==> config.mk <==
export PLATFORM = sky130hd
export DESIGN_NAME = fir_mac_sequencer
export DESIGN_NICKNAME = d
export VERILOG_FILES = /design/src/rtl/fir_seq_pkg.sv /design/src/rtl/fir_tap_addr_gen.sv /design/src/rtl/fir_mac_sequencer.sv
export SDC_FILE = /design/constraint.sdc
export NUM_CORES = 1
export LEC_CHECK = 0
export BUFFER_PORTS_ARGS = -buffer_cell sky130_fd_sc_hd__buf_2
export CAP_MARGIN = 10
export CORE_ASPECT_RATIO = 1.1
export CORE_MARGIN = 1
export CORE_UTILIZATION = 58
export CTS_BUF_LIST = sky130_fd_sc_hd__clkbuf_16
export CTS_CLUSTER_SIZE = 16
export DETAILED_ROUTE_END_ITERATION = 8
export GPL_TIMING_DRIVEN = 0
export PLACE_DENSITY = 0.81
export SETUP_SLACK_MARGIN = 0.1
export SLEW_MARGIN = 20
export SYNTH_ARGS = -nofsm -noshare
export SYNTH_HDL_FRONTEND = slang
export SYNTH_SLANG_ARGS = --single-unit
==> constraint.sdc <==
create_clock -name clk -period 3.17 [get_ports clk]
set_input_delay 0.634 -clock clk [delete_from_list [all_inputs] [get_ports clk]]
set_output_delay 0.634 -clock clk [all_outputs]
set_load 0.01 [all_outputs]
==> src/rtl/fir_seq_pkg.sv <==
// Shared types and timing constants for the decimating FIR MAC sequencer.
package fir_seq_pkg;

    typedef enum logic [2:0] {
        IDLE,
        CLEAR,
        RUN,
        FLUSH,
        READ,
        DONE
    } seq_state_e;

    localparam int unsigned PIPE_LAT  = 1;
    localparam int unsigned FLUSH_CYC = 1;

    // Cycles from the CLEAR cycle to the out_strobe cycle.
    function automatic int unsigned total_latency(input int unsigned taps);
        return taps + PIPE_LAT + FLUSH_CYC + 2;
    endfunction

endpackage

==> src/rtl/fir_tap_addr_gen.sv <==
// Walks k = 0..TAPS-1 with the matching circular sample address newest-k.
module fir_tap_addr_gen #(
    parameter int unsigned TAPS   = 256,
    parameter int unsigned ADDR_W = 8
) (
    input  logic              clk,
    input  logic              reset,
    input  logic              start_i,
    input  logic [ADDR_W-1:0] newest_i,
    output logic [ADDR_W-1:0] tap_o,
    output logic [ADDR_W-1:0] samp_addr_o,
    output logic              valid_o,
    output logic              last_o
);

    logic [ADDR_W-1:0] tap_q, tap_d;
    logic [ADDR_W-1:0] addr_q, addr_d;
    logic              valid_q, valid_d;
    logic              last_q, last_d;

    always_comb begin
        tap_d   = tap_q;
        addr_d  = addr_q;
        valid_d = valid_q;
        last_d  = last_q;
        if (start_i) begin
            tap_d   = '0;
            addr_d  = newest_i;
            valid_d = 1'b1;
            last_d  = 1'b0;
        end else if (valid_q) begin
            if (last_q) begin
                valid_d = 1'b0;
                last_d  = 1'b0;
            end else begin
                tap_d  = tap_q + ADDR_W'(1);
                // TAPS is a power of two, so the natural wrap is modulo TAPS
                addr_d = addr_q - ADDR_W'(1);
                last_d = (tap_q == ADDR_W'(TAPS - 2));
            end
        end
    end

    always_ff @(posedge clk) begin
        if (reset) begin
            tap_q   <= '0;
            addr_q  <= '0;
            valid_q <= 1'b0;
            last_q  <= 1'b0;
        end else begin
            tap_q   <= tap_d;
            addr_q  <= addr_d;
            valid_q <= valid_d;
            last_q  <= last_d;
        end
    end

    assign tap_o       = tap_q;
    assign samp_addr_o = addr_q;
    assign valid_o     = valid_q;
    assign last_o      = last_q;

endmodule

==> src/rtl/fir_mac_sequencer.sv <==
// Write-pointer, decimation counter and convolution FSM driving the shared MAC
// and the sample/coefficient RAM addresses for one FIR channel.
module fir_mac_sequencer
    import fir_seq_pkg::*;
#(
    parameter int unsigned TAPS   = 256,
    parameter int unsigned ADDR_W = 8,
    parameter int unsigned DECIM  = 8
) (
    input  logic              clk,
    input  logic              reset,
    input  logic              in_strobe,
    output logic              samp_wr_en,
    output logic [ADDR_W-1:0] samp_wr_addr,
    output logic [ADDR_W-1:0] samp_rd_addr,
    output logic [ADDR_W-1:0] coef_rd_addr,
    output logic              mac_reset,
    output logic              mac_wren,
    output logic              mac_zero,
    output logic              mac_rden,
    output logic              out_strobe,
    output logic              busy,
    output logic              overrun
);

    localparam int unsigned DEC_W = $clog2(DECIM + 1);

    seq_state_e        state_q, state_d;
    logic [ADDR_W-1:0] wr_ptr_q, wr_ptr_d;
    logic [DEC_W-1:0]  dec_cnt_q, dec_cnt_d;
    logic [ADDR_W-1:0] newest_q, newest_d;
    logic [ADDR_W-1:0] wr_addr_q, wr_addr_d;
    logic              wr_en_q, wr_en_d;
    logic              last_dly_q;
    logic              mac_reset_q, mac_reset_d;
    logic              mac_wren_q, mac_wren_d;
    logic              mac_zero_q, mac_zero_d;
    logic              mac_rden_q, mac_rden_d;
    logic              out_strobe_q, out_strobe_d;
    logic              busy_q, busy_d;
    logic              overrun_q, overrun_d;

    logic              trigger;
    logic              gen_start;
    logic              gen_valid;
    logic              gen_last;

    // Circular sample write path and decimation counter, independent of the FSM.
    always_comb begin
        trigger   = in_strobe && (dec_cnt_q == DEC_W'(DECIM - 1));
        wr_ptr_d  = wr_ptr_q;
        dec_cnt_d = dec_cnt_q;
        wr_addr_d = wr_addr_q;
        wr_en_d   = in_strobe;
        if (in_strobe) begin
            wr_addr_d = wr_ptr_q;
            wr_ptr_d  = wr_ptr_q + ADDR_W'(1);
            dec_cnt_d = trigger ? '0 : dec_cnt_q + DEC_W'(1);
        end
    end

    // Convolution FSM; outputs are decoded from the next state and then registered.
    always_comb begin
        state_d   = state_q;
        newest_d  = newest_q;
        gen_start = 1'b0;
        case (state_q)
            IDLE: begin
                if (trigger) begin
                    state_d  = CLEAR;
                    newest_d = wr_ptr_q;
                end
            end
            CLEAR: begin
                state_d   = RUN;
                gen_start = 1'b1;
            end
            RUN: begin
                if (last_dly_q) state_d = FLUSH;
            end
            FLUSH:   state_d = READ;
            READ:    state_d = DONE;
            DONE:    state_d = IDLE;
            default: state_d = IDLE;
        endcase

        mac_reset_d  = (state_d == CLEAR);
        mac_wren_d   = gen_valid || (state_d == FLUSH);
        mac_zero_d   = (state_d == FLUSH);
        mac_rden_d   = (state_d == READ);
        out_strobe_d = (state_d == DONE);
        busy_d       = (state_d == CLEAR) || (state_d == RUN) ||
                       (state_d == FLUSH) || (state_d == READ);
        overrun_d    = trigger && (state_q != IDLE);
    end

    always_ff @(posedge clk) begin
        if (reset) begin
            state_q      <= IDLE;
            wr_ptr_q     <= '0;
            dec_cnt_q    <= '0;
            newest_q     <= '0;
            wr_addr_q    <= '0;
            wr_en_q      <= 1'b0;
            last_dly_q   <= 1'b0;
            mac_reset_q  <= 1'b1;
            mac_wren_q   <= 1'b0;
            mac_zero_q   <= 1'b0;
            mac_rden_q   <= 1'b0;
            out_strobe_q <= 1'b0;
            busy_q       <= 1'b0;
            overrun_q    <= 1'b0;
        end else begin
            state_q      <= state_d;
            wr_ptr_q     <= wr_ptr_d;
            dec_cnt_q    <= dec_cnt_d;
            newest_q     <= newest_d;
            wr_addr_q    <= wr_addr_d;
            wr_en_q      <= wr_en_d;
            last_dly_q   <= gen_last;
            mac_reset_q  <= mac_reset_d;
            mac_wren_q   <= mac_wren_d;
            mac_zero_q   <= mac_zero_d;
            mac_rden_q   <= mac_rden_d;
            out_strobe_q <= out_strobe_d;
            busy_q       <= busy_d;
            overrun_q    <= overrun_d;
        end
    end

    fir_tap_addr_gen #(
        .TAPS   (TAPS),
        .ADDR_W (ADDR_W)
    ) u_addr_gen (
        .clk         (clk),
        .reset       (reset),
        .start_i     (gen_start),
        .newest_i    (newest_q),
        .tap_o       (coef_rd_addr),
        .samp_addr_o (samp_rd_addr),
        .valid_o     (gen_valid),
        .last_o      (gen_last)
    );

    assign samp_wr_en   = wr_en_q;
    assign samp_wr_addr = wr_addr_q;
    assign mac_reset    = mac_reset_q;
    assign mac_wren     = mac_wren_q;
    assign mac_zero     = mac_zero_q;
    assign mac_rden     = mac_rden_q;
    assign out_strobe   = out_strobe_q;
    assign busy         = busy_q;
    assign overrun      = overrun_q;

endmodule

==> impl_metrics.py <==
metrics = {
    "run_status": {
        "run_status": "finished clean",
    },
    "layout": {
        "antenna_cells": 0,
        "layout.cells.most_common": "dfxtp_1",
        "layout.nets": 316,
        "nFillCells": 337,
        "multi_input_area_sq_um": 1120,
        "mostFrequentLayoutCells": "58 x dfxtp_1, 35 x buf_2, 27 x nor2_1, 22 x a21oi_1, 16 x clkbuf_1",
        "syn2layout_area_growth_pct": 20.0,
        "drive_above_1_share_pct": 16.1,
        "regArea_sq_um": 1160,
    },
    "cts": {
        "cts_tree": "done",
        "hold_buffers": 0,
        "clockBufferDepth": 2,
        "cts_setup_buffers": 0,
        "numCtsBuffers": 9,
        "clock-root-buffer": "clkbuf_16",
        "cts_resized": 0,
        "clkTransAtPathRegs_ps": 50,
        "clkLatencyLatePin_ps": 320,
        "cts_sinks": 58,
        "cts-htree-levels": 3,
    },
    "timing": {
        "min_period_over_period_pct": 62.9,
        "rsz0062_at_grt": "false",
        "slew_viol_final": 0,
        "setup-violations-final": 0,
        "hold_violations": 0,
        "timing.final.ws_setup_ps": 1180,
        "worst_pin_slew_ps": 946,
        "setup_tns_ps": 0,
        "max_freq_mhz": 502,
        "post-route-min-period_ps": 1990,
        "relSlewSlack_pct": 36.4,
        "skew_ps": 4.85,
    },
    "grt": {
        "overflow": 0,
        "grt_usage_pct": 26.7,
        "antenna_found_initial": 0,
        "grt_pass1_wl_mm": 8.91,
        "grt_pass1_vias": 1938,
        "grt_max_degree": 11,
    },
    "route": {
        "firstDrtPassIters": 4,
        "vias": 2097,
        "antenna_left": 0,
        "via_per_inst": 5.79,
        "drt-total-wl_mm": 5.43,
        "drt-initial-drc-count": 146,
        "wire_per_inst_microns": 15.0,
        "drc": 0,
    },
    "setup_path": {
        "crit_chain": "buf_4 > or4b_1 > buf_2 > or4_1 > a311oi_1",
        "crit_buf_inv": 2,
        "worstSetupStartpoint": "u_addr_gen.valid_o$_SDFF_PP0_",
        "worstReg2RegEnd": "u_addr_gen.samp_addr_o[7]$_SDFFE_PP0P_",
        "required_ps": 3390,
        "path_max_fanout": 9,
        "critPathTopFamily": "simple AND/OR/NAND/NOR gates",
        "critPathSlowestCell": "or4_1",
        "cpPeakStageDelay_ps": 510,
        "end_kind": "flip-flop",
        "crit_cells": 5,
        "reg2reg_slack_ps": 1180,
        "r2r_start": "u_addr_gen.valid_o$_SDFF_PP0_",
        "path_class": "reg2reg",
        "cp-start-kind": "flip-flop",
        "critPathArrivalTime_ps": 2210,
        "critPathCapture": "u_addr_gen.samp_addr_o[7]$_SDFFE_PP0P_",
        "r2r_cells": 5,
    },
    "die": {
        "ios": 35,
        "die_w_microns": 63.1,
        "start_util_pct": 60.1,
        "die_h_microns": 69.2,
        "dieArea_sq_um": 4370,
        "num_rows": 24,
        "coreArea_sq_um": 3960,
    },
    "synthesis": {
        "async_reset_ff_share_pct": 0,
        "syn-num-nets": 271,
        "avgSynthCellArea_sq_um": 9.06,
        "yosysWarnings": 0,
        "ys.flop_type": "dfxtp_1",
        "yosysSeqAreaShare_pct": 48.7,
        "yosysUniqueCellTypes": 39,
        "synth_cells": 263,
        "synth_area_sq_um": 2380,
        "synth_edf_count": 0,
        "synth_seq_cells": 58,
    },
    "flow_run": {
        "max-cap-violations": 0,
    },
    "hold_path": {
        "hp-class": "reg2reg",
    },
    "placed_design": {
        "gp_congestion": 0.813,
        "dp_hpwl_mm": 3.59,
        "io_buffers": 34,
        "post-place-ws_ps": 999,
    },
    "power_and_ir_drop": {
        "p_total_mw": 1.59,
        "max-vdd-ir-drop_mv": 0.373,
        "p_leak_nw": 1.15,
        "powerDensity_nw_per_um2": 557,
    },
}
==> final cells by class <==
class / count / area share [%]
Inverter: 6 / 0.788
Timing Repair Buffer: 34 / 5.95
Multi-Input combinational cell: 180 / 39.3
Clock inverter: 4 / 0.525
Sequential cell: 58 / 40.6
Buffer: 19 / 2.67
Clock buffer: 9 / 7.88
Tap cell: 52 / 2.28
==> Yosys cell counts (2+ instances only) <==
cell	count	area, sq um
a211oi_1	3	22.5
a21oi_1	22	110
a311oi_1	6	52.6
clkbuf_1	16	60.1
dfxtp_1	58	1160
ha_1	5	62.6
inv_1	6	22.5
mux2i_1	10	100
nand2_1	14	52.6
nand2b_1	3	18.8
nand3_1	10	50.1
nand3b_1	7	52.6
nand4_1	5	31.3
nor2_1	27	101
nor3_1	7	35.0
o21ai_0	14	70.1
o31ai_1	6	45.0
or2_2	3	18.8
or3_1	9	56.3
or4_1	7	52.6
xnor2_1	2	17.5
xor2_1	6	52.6
==> per-stage QoR <==
stage | hold WS (ps) | std cells | instance area [sq um] | utilization (%)
3_3_place_gp | 463 | 349 | 2620 | 66.0
5_1_grt | 499 | 362 | 2860 | 72.1
6_report | 478 | 362 | 2860 | 72.1
2_1_floorplan | 449 | 263 | 2380 | -
3_5_place_dp | 469 | 349 | 2620 | 66.0
4_1_cts | 476 | 362 | 2860 | 72.1
==> routing by layer <==
layer | global-route usage [%] | up-vias | wire length [microns]
li1 | - | 1031 | -
met1 | 32.1 | 993 | 2320
met2 | 43.5 | 63 | 2720
met3 | 7.40 | 10 | 254
met4 | 13.2 | 0 | 140
met5 | 0 | - | 0
==> worst register-to-register path, stage by stage, from the launching register on <==
cell and delay, ps:
dfxtp_1 300, buf_4 150, or4b_1 440, buf_2 170, or4_1 510, a311oi_1 320
==> logic make-up (layout without fill, tap and decap cells) <==
group / after synthesis / in the layout / synth area share [%]
and+or+nand+nor: 100 / 100 / 22.6
xor gates and xnor gates: 8 / 8 / 2.94
buffers and inverters: 25 / 72 / 4.15
AOI/OAI and AO/OA: 57 / 57 / 14.8
adders and majority gates: 5 / 5 / 2.63
muxes: 10 / 10 / 4.20
DFF: 58 / 58 / 48.7
==> power breakdown <==
| part | internal, mW | total [mW] | switching, mW |
|---|---|---|---|
| clock | 0.501 | 0.801 | 0.300 |
| sequential | 0.739 | 0.746 | 0.00731 |
| combinational | 0.0159 | 0.0442 | 0.0282 |
==> worst min path at each step <==
stage	start	endpoint	slack (ps)	cells after the start
finish	newest_q[6]$_SDFFE_PP0P_	newest_q[6]$_SDFFE_PP0P_	480	2
detailed placement	newest_q[6]$_SDFFE_PP0P_	newest_q[6]$_SDFFE_PP0P_	470	2
global placement	dec_cnt_q[3]$_SDFFE_PP0P_	dec_cnt_q[3]$_SDFFE_PP0P_	460	2
floorplan	dec_cnt_q[3]$_SDFFE_PP0P_	dec_cnt_q[3]$_SDFFE_PP0P_	450	2
global route	newest_q[6]$_SDFFE_PP0P_	newest_q[6]$_SDFFE_PP0P_	500	2
CTS	newest_q[6]$_SDFFE_PP0P_	newest_q[6]$_SDFFE_PP0P_	480	2
==> flip-flops by register name (all words and copies together) (netlist names), 3 cells and up <==
name and flops:
dec_cnt_q 4, u_addr_gen.tap_o 8, state_q 3, u_addr_gen.samp_addr_o 8
wr_ptr_q 8, samp_wr_addr 8, newest_q 8
No activity file was read; power rests on OpenSTA's default activity.
